$ cat src/rtl/ifetch_ir_pkg.sv
// Shared types and constants for the instruction fetch / IR stage.
// Field positions follow the RV32 base encoding that the control unit decodes.
package ifetch_ir_pkg;

   typedef enum logic [1:0] {
      IDLE = 2'd0,
      REQ  = 2'd1,
      WAIT = 2'd2,
      ERR  = 2'd3
   } fetch_state_t;

   localparam logic [31:0] NOP_INSN = 32'h0000_0013;

   localparam int OPC_LSB = 0;
   localparam int RD_LSB  = 7;
   localparam int RS1_LSB = 15;
   localparam int RS2_LSB = 20;

   // Packed so that rd lands in the top bits of the 15-bit register bundle.
   typedef struct packed {
      logic [4:0] rd;
      logic [4:0] rs1;
      logic [4:0] rs2;
   } reg_fields_t;

   function automatic logic [6:0] insn_opcode(input logic [31:0] insn);
      return insn[OPC_LSB +: 7];
   endfunction

   function automatic reg_fields_t insn_regs(input logic [31:0] insn);
      reg_fields_t f;
      f.rd  = insn[RD_LSB  +: 5];
      f.rs1 = insn[RS1_LSB +: 5];
      f.rs2 = insn[RS2_LSB +: 5];
      return f;
   endfunction

endpackage

$ cat src/rtl/ifetch_ir.sv
// Instruction fetch + instruction register: owns PC, issues one valid/ready read per fetch
// command, latches the returned word into IR and exposes opcode/register fields to the UC.
module ifetch_ir
   import ifetch_ir_pkg::*;
#(
   parameter int              XLEN     = 32,
   parameter logic [XLEN-1:0] RESET_PC = '0,
   parameter int              TIMEOUT  = 16
) (
   input  logic            clk,
   input  logic            rst,
   input  logic            fetch_start,
   input  logic            pc_we,
   input  logic [XLEN-1:0] pc_next,
   output logic            imem_req_valid,
   input  logic            imem_req_ready,
   output logic [XLEN-1:0] imem_addr,
   input  logic            imem_rsp_valid,
   input  logic [31:0]     imem_rdata,
   output logic [31:0]     ir,
   output logic [6:0]      opcode,
   output logic [14:0]     r,
   output logic [XLEN-1:0] pc,
   output logic [XLEN-1:0] pc_cur,
   output logic            ir_valid,
   output logic            fetch_busy,
   output logic            fetch_err
);

   localparam int              CNT_W    = $clog2(TIMEOUT);
   localparam logic [CNT_W-1:0] CNT_LAST = CNT_W'(TIMEOUT - 1);

   fetch_state_t    state_q;
   logic [XLEN-1:0] pc_q;
   logic [XLEN-1:0] pc_cur_q;
   logic [31:0]     ir_q;
   logic            ir_valid_q;
   logic            err_q;
   logic [CNT_W-1:0] cnt_q;
   logic            pend_valid_q;
   logic [XLEN-1:0] pend_pc_q;

   logic [XLEN-1:0] fetch_addr_d;
   logic            misaligned_d;
   logic [XLEN-1:0] pc_d;

   // A same-cycle pc_we redirects the fetch that fetch_start launches.
   assign fetch_addr_d = pc_we ? pc_next : pc_q;
   assign misaligned_d = |fetch_addr_d[1:0];

   // Next PC once the in-flight fetch completes; the newest redirect wins over sequential flow.
   always_comb begin
      // NOTE: default first so every path assigns pc_d and no latch is inferred.
      pc_d = pc_q + XLEN'(4);
      if (pc_we) begin
         pc_d = pc_next;
      end else if (pend_valid_q) begin
         pc_d = pend_pc_q;
      end
   end

   // NOTE: sequential state uses non-blocking assignments only, so later writes in the block
   // (e.g. clearing the pending target on a response) override earlier ones on the same edge.
   always_ff @(posedge clk or posedge rst) begin
      if (rst) begin
         state_q      <= IDLE;
         pc_q         <= RESET_PC;
         pc_cur_q     <= RESET_PC;
         ir_q         <= NOP_INSN;
         ir_valid_q   <= 1'b0;
         err_q        <= 1'b0;
         cnt_q        <= '0;
         pend_valid_q <= 1'b0;
         pend_pc_q    <= RESET_PC;
      end else begin
         unique case (state_q)
            IDLE: begin
               if (pc_we) begin
                  pc_q <= pc_next;
               end
               if (fetch_start) begin
                  ir_valid_q <= 1'b0;
                  if (misaligned_d) begin
                     state_q <= ERR;
                     err_q   <= 1'b1;
                  end else begin
                     state_q <= REQ;
                  end
               end
            end

            REQ: begin
               if (pc_we) begin
                  pend_valid_q <= 1'b1;
                  pend_pc_q    <= pc_next;
               end
               if (imem_req_ready) begin
                  state_q <= WAIT;
                  cnt_q   <= '0;
               end
            end

            WAIT: begin
               if (imem_rsp_valid) begin
                  ir_q         <= imem_rdata;
                  pc_cur_q     <= pc_q;
                  ir_valid_q   <= 1'b1;
                  pc_q         <= pc_d;
                  pend_valid_q <= 1'b0;
                  state_q      <= IDLE;
               end else begin
                  if (pc_we) begin
                     pend_valid_q <= 1'b1;
                     pend_pc_q    <= pc_next;
                  end
                  if (cnt_q == CNT_LAST) begin
                     state_q <= ERR;
                     err_q   <= 1'b1;
                  end else begin
                     cnt_q <= cnt_q + 1'b1;
                  end
               end
            end

            ERR: begin
               err_q <= 1'b1;
            end

            default: begin
               state_q <= ERR;
               err_q   <= 1'b1;
            end
         endcase
      end
   end

   // Request valid is a pure state decode so an async reset drops it without waiting for clk.
   assign imem_req_valid = (state_q == REQ);
   assign imem_addr      = pc_q;
   assign fetch_busy     = (state_q == REQ) || (state_q == WAIT);
   assign fetch_err      = err_q;

   assign ir       = ir_q;
   assign opcode   = insn_opcode(ir_q);
   assign r        = insn_regs(ir_q);
   assign pc       = pc_q;
   assign pc_cur   = pc_cur_q;
   assign ir_valid = ir_valid_q;

endmodule

$ cat config.mk
export PLATFORM = sky130hd
export DESIGN_NAME = ifetch_ir
export DESIGN_NICKNAME = d
export VERILOG_FILES = /design/src/rtl/ifetch_ir_pkg.sv /design/src/rtl/ifetch_ir.sv
export SDC_FILE = /design/constraint.sdc
export NUM_CORES = 1
export LEC_CHECK = 0
export ABC_AREA = 1
export BUFFER_PORTS_ARGS = -buffer_cell sky130_fd_sc_hd__buf_4
export CORE_MARGIN = 2
export CORE_UTILIZATION = 25
export DETAILED_ROUTE_END_ITERATION = 7
export MAX_ROUTING_LAYER = met4
export SLEW_MARGIN = 25
export SYNTH_ARGS = -nofsm -noshare
export SYNTH_HDL_FRONTEND = slang
export SYNTH_SLANG_ARGS = --single-unit
$ cat constraint.sdc
create_clock -name clk -period 9.27 [get_ports clk]
set_clock_uncertainty 0.05 [all_clocks]
set_input_delay 1.854 -clock clk [delete_from_list [all_inputs] [get_ports clk]]
set_output_delay 1.854 -clock clk [all_outputs]
set_load 0.05 [all_outputs]
==> impl_metrics.env <==
export IMPL_routabilityCongestion=0.849
export IMPL_hp_class="reg -> reg"
export IMPL_synthesis_area_per_instance_sq_um=7.61
export IMPL_complex_gate_fraction_of_the_synthesized_area=0.131
export IMPL_crit_arrival_ns=3.95
export IMPL_endpoint_of_the_worst_setup_timing_path="imem_addr[18]$_DFFE_PP0P_"
export IMPL_yosysTopAreaCellShare=0.475
export IMPL_yosys_area_top_type="sky130_fd_sc_hd__dfrtp_1"
export IMPL_post_synth_instance_area_sq_um=7070
export IMPL_path_clk_slew_ns=0.06
export IMPL_outcome="complete, no violations"
export IMPL_post_synth_top_count_cell="sky130_fd_sc_hd__nand2_1"
export IMPL_proportion_of_layout_cells_with_a_drive_suffix_above_1=0.252
export IMPL_worstSkewPairLatency_ns=0.42
export IMPL_setup_violations=0
export IMPL_slew_violations=0
export IMPL_cts_repair_resize_count=0
export IMPL_ctsHoldBuffers=0
export IMPL_maximum_clock_insertion_buffer_count=2
export IMPL_worst_slew_margin_rel=0.320
export IMPL_timing_critical_path_fanout_max=35
export IMPL_clock_tree_htree_level_count=4
export IMPL_r2r_end="imem_addr[18]$_DFFE_PP0P_"
export IMPL_timing_critical_path_required_ns=9.54
export IMPL_synth_fp_nets=1005
export IMPL_max_freq_mhz=272
export IMPL_final_hold_viol_count=0
export IMPL_fill_cells=2966
export IMPL_grt_max_degree=98
export IMPL_first_global_vias=5766
export IMPL_floorplan_die_width_um=172
export IMPL_worstMarginPinSlew_ns=1.01
export IMPL_worst_hold_slack_ns=0.419
export IMPL_startpoint_type="input pin"
export IMPL_dominantRegCellSynth="sky130_fd_sc_hd__dfrtp_1"
export IMPL_synthesized_flop_and_latch_total=137
export IMPL_area_delta_synth_final_pct=31.8
export IMPL_stdcell_count=1476
export IMPL_final_antenna_net_count=0
export IMPL_drc_errors=0
export IMPL_netlist_cell_type_count=33
export IMPL_detail_route_first_pass_iterations=5
export IMPL_grt_setup_unrepaired="no"
export IMPL_nets=1160
export IMPL_cts_root_buffer="sky130_fd_sc_hd__clkbuf_16"
export IMPL_floorplan_initialDensity=0.254
export IMPL_tcrit_tclk_final=0.397
export IMPL_synth_seq_area_share=0.486
export IMPL_cts_inserted_buffers=17
export IMPL_die_area_sq_um=29600
export IMPL_final_min_clock_period_ns=3.68
export IMPL_async_flop_share=1.00
export IMPL_synth_xor_xnor_area_share=0.00372
export IMPL_iter_0_drt_violations=560
export IMPL_antenna_found_initial=2
export IMPL_synth_top_cells_by_area="sky130_fd_sc_hd__dfrtp_1, sky130_fd_sc_hd__nand2_1, sky130_fd_sc_hd__buf_4, sky130_fd_sc_hd__o21ai_0, sky130_fd_sc_hd__a21oi_1"
export IMPL_core_region_area_sq_um=27800
export IMPL_synth_fa_ha_area_frac=0.0106
export IMPL_path_class="in -> reg"
export IMPL_synth_enable_flop_cells=0
export IMPL_crit_path_end_kind="flop"
export IMPL_fin_tns_setup_ns=0
export IMPL_setup_reg_to_reg_worst_slack_ns=6.27
export IMPL_synth_simple_area_share=0.248
export IMPL_overflow=0
export IMPL_post_cts_setup_buffer_count=0
export IMPL_dp_hpwl_mm=16.3
export IMPL_post_synth_most_frequent_cells="sky130_fd_sc_hd__nand2_1, sky130_fd_sc_hd__dfrtp_1, sky130_fd_sc_hd__nor2_1, sky130_fd_sc_hd__o21ai_0, sky130_fd_sc_hd__a21oi_1"
export IMPL_tot_gr_track_use=0.153
export IMPL_synth_top_family_by_area="simple AND/OR/NAND/NOR gates"
export IMPL_cap_violations=0
export IMPL_ys_warnings_count=0
export IMPL_synth_area_mux_share=0
export IMPL_placedCellCount=1442
export IMPL_reg2reg_start="state_q[0]$_DFFE_PP0P_"
export IMPL_grt_first_pass_wirelength_mm=33.3
export IMPL_vias=6516
export IMPL_port_buffer_count=223
export IMPL_routed_wirelength_mm=22.5
export IMPL_avgViaCountPerCell=4.41
export IMPL_cp_startpoint="pc_we"
export IMPL_fp_dieH_um=172
export IMPL_cts_tree="built"
export IMPL_cells_on_worst_reg2reg_path=8
export IMPL_cell_row_count=61
export IMPL_boundaryPins=224
export IMPL_drt_wirelength_per_cell_um=15.2
export IMPL_syn_instance_count=929
export IMPL_clock_sink_count=137
[routing by layer]
metal,global-route usage,vias to the layer above,wire [um]
li1,-,3214,-
met1,0.198,3018,9970
met2,0.229,256,10300
met3,0.0423,28,1720
met4,0.0552,0,467
met5,-,-,0
[worst max-delay path, stage by stage]
cell                       delay, ns
sky130_fd_sc_hd__buf_4          0.24
sky130_fd_sc_hd__nor2_1         0.31
sky130_fd_sc_hd__clkinv_1       0.86
sky130_fd_sc_hd__a21oi_1        0.40
sky130_fd_sc_hd__nand2_1        0.09
sky130_fd_sc_hd__a22oi_1        0.17
[cells by family after synthesis]
| family | after synthesis |
|---|---|
| fa+ha+maj | 6 |
| flops | 137 |
| simple gates | 445 |
| xor+xnor | 3 |
| compound gates | 172 |
| buf+inv | 166 |
[layout by cell type (no fill, tap or decap), types with 5 or more instances in the layout]
| cell type | Yosys | routed |
|---|---|---|
| sky130_fd_sc_hd__inv_2 | 5 | 5 |
| sky130_fd_sc_hd__clkinvlp_4 | 0 | 5 |
| sky130_fd_sc_hd__a21oi_1 | 69 | 69 |
| sky130_fd_sc_hd__ha_1 | 6 | 6 |
| sky130_fd_sc_hd__buf_4 | 55 | 227 |
| sky130_fd_sc_hd__inv_1 | 68 | 66 |
| sky130_fd_sc_hd__nand3_1 | 35 | 35 |
| sky130_fd_sc_hd__a22oi_1 | 15 | 15 |
| sky130_fd_sc_hd__nor2_1 | 87 | 87 |
| sky130_fd_sc_hd__clkbuf_16 | 0 | 17 |
| sky130_fd_sc_hd__nor2_2 | 6 | 6 |
| sky130_fd_sc_hd__dfrtp_1 | 134 | 134 |
| sky130_fd_sc_hd__o21ai_0 | 76 | 76 |
| sky130_fd_sc_hd__nand2_1 | 312 | 312 |
[metrics by stage]
step,utilization,setup slack [ns],instance area (sq um)
floorplan,-,3.70,7070
global placement,0.312,5.22,8680
detailed placement,0.312,5.19,8680
CTS,0.334,5.64,9280
global route,0.335,5.47,9310
finish,0.335,5.59,9310
[registers in the layout (all words and copies together), names as in the netlist]
name and flops:
cnt_q 4, fetch_err 1, imem_addr 32, ir 32, ir_valid 1, pc_cur 32, pend_pc_q 32, pend_valid_q 1
state_q 2
[worst min path at each step]
stage / start / end / slack, ns / cells after the start
global route: pend_pc_q[13]$_DFFE_PP0P_ / pend_pc_q[13]$_DFFE_PP0P_ / 0.44 / 2
floorplan: pend_pc_q[2]$_DFFE_PP0P_ / pend_pc_q[2]$_DFFE_PP0P_ / 0.39 / 2
finish: pend_pc_q[2]$_DFFE_PP0P_ / pend_pc_q[2]$_DFFE_PP0P_ / 0.42 / 2
CTS: pend_pc_q[2]$_DFFE_PP0P_ / pend_pc_q[2]$_DFFE_PP0P_ / 0.42 / 2
global placement: pend_pc_q[8]$_DFFE_PP0P_ / pend_pc_q[8]$_DFFE_PP0P_ / 0.41 / 2
detailed placement: pend_pc_q[2]$_DFFE_PP0P_ / pend_pc_q[2]$_DFFE_PP0P_ / 0.41 / 2
[cell type report]
| class | count | area (sq um) | area share |
|---|---|---|---|
| diodes | 2 | 5.00 | 0.000537 |
| clock buffers | 20 | 457 | 0.0490 |
| clock inverters | 11 | 146 | 0.0157 |
| inverters | 74 | 283 | 0.0304 |
| multi-input cells | 626 | 2790 | 0.299 |
| flip-flops and latches | 137 | 3430 | 0.368 |
| well taps | 378 | 473 | 0.0508 |
| repair buffers | 228 | 1730 | 0.186 |
Power is not shown: default switching activity piles up to over one toggle a cycle in this logic, so the estimate is an artifact.
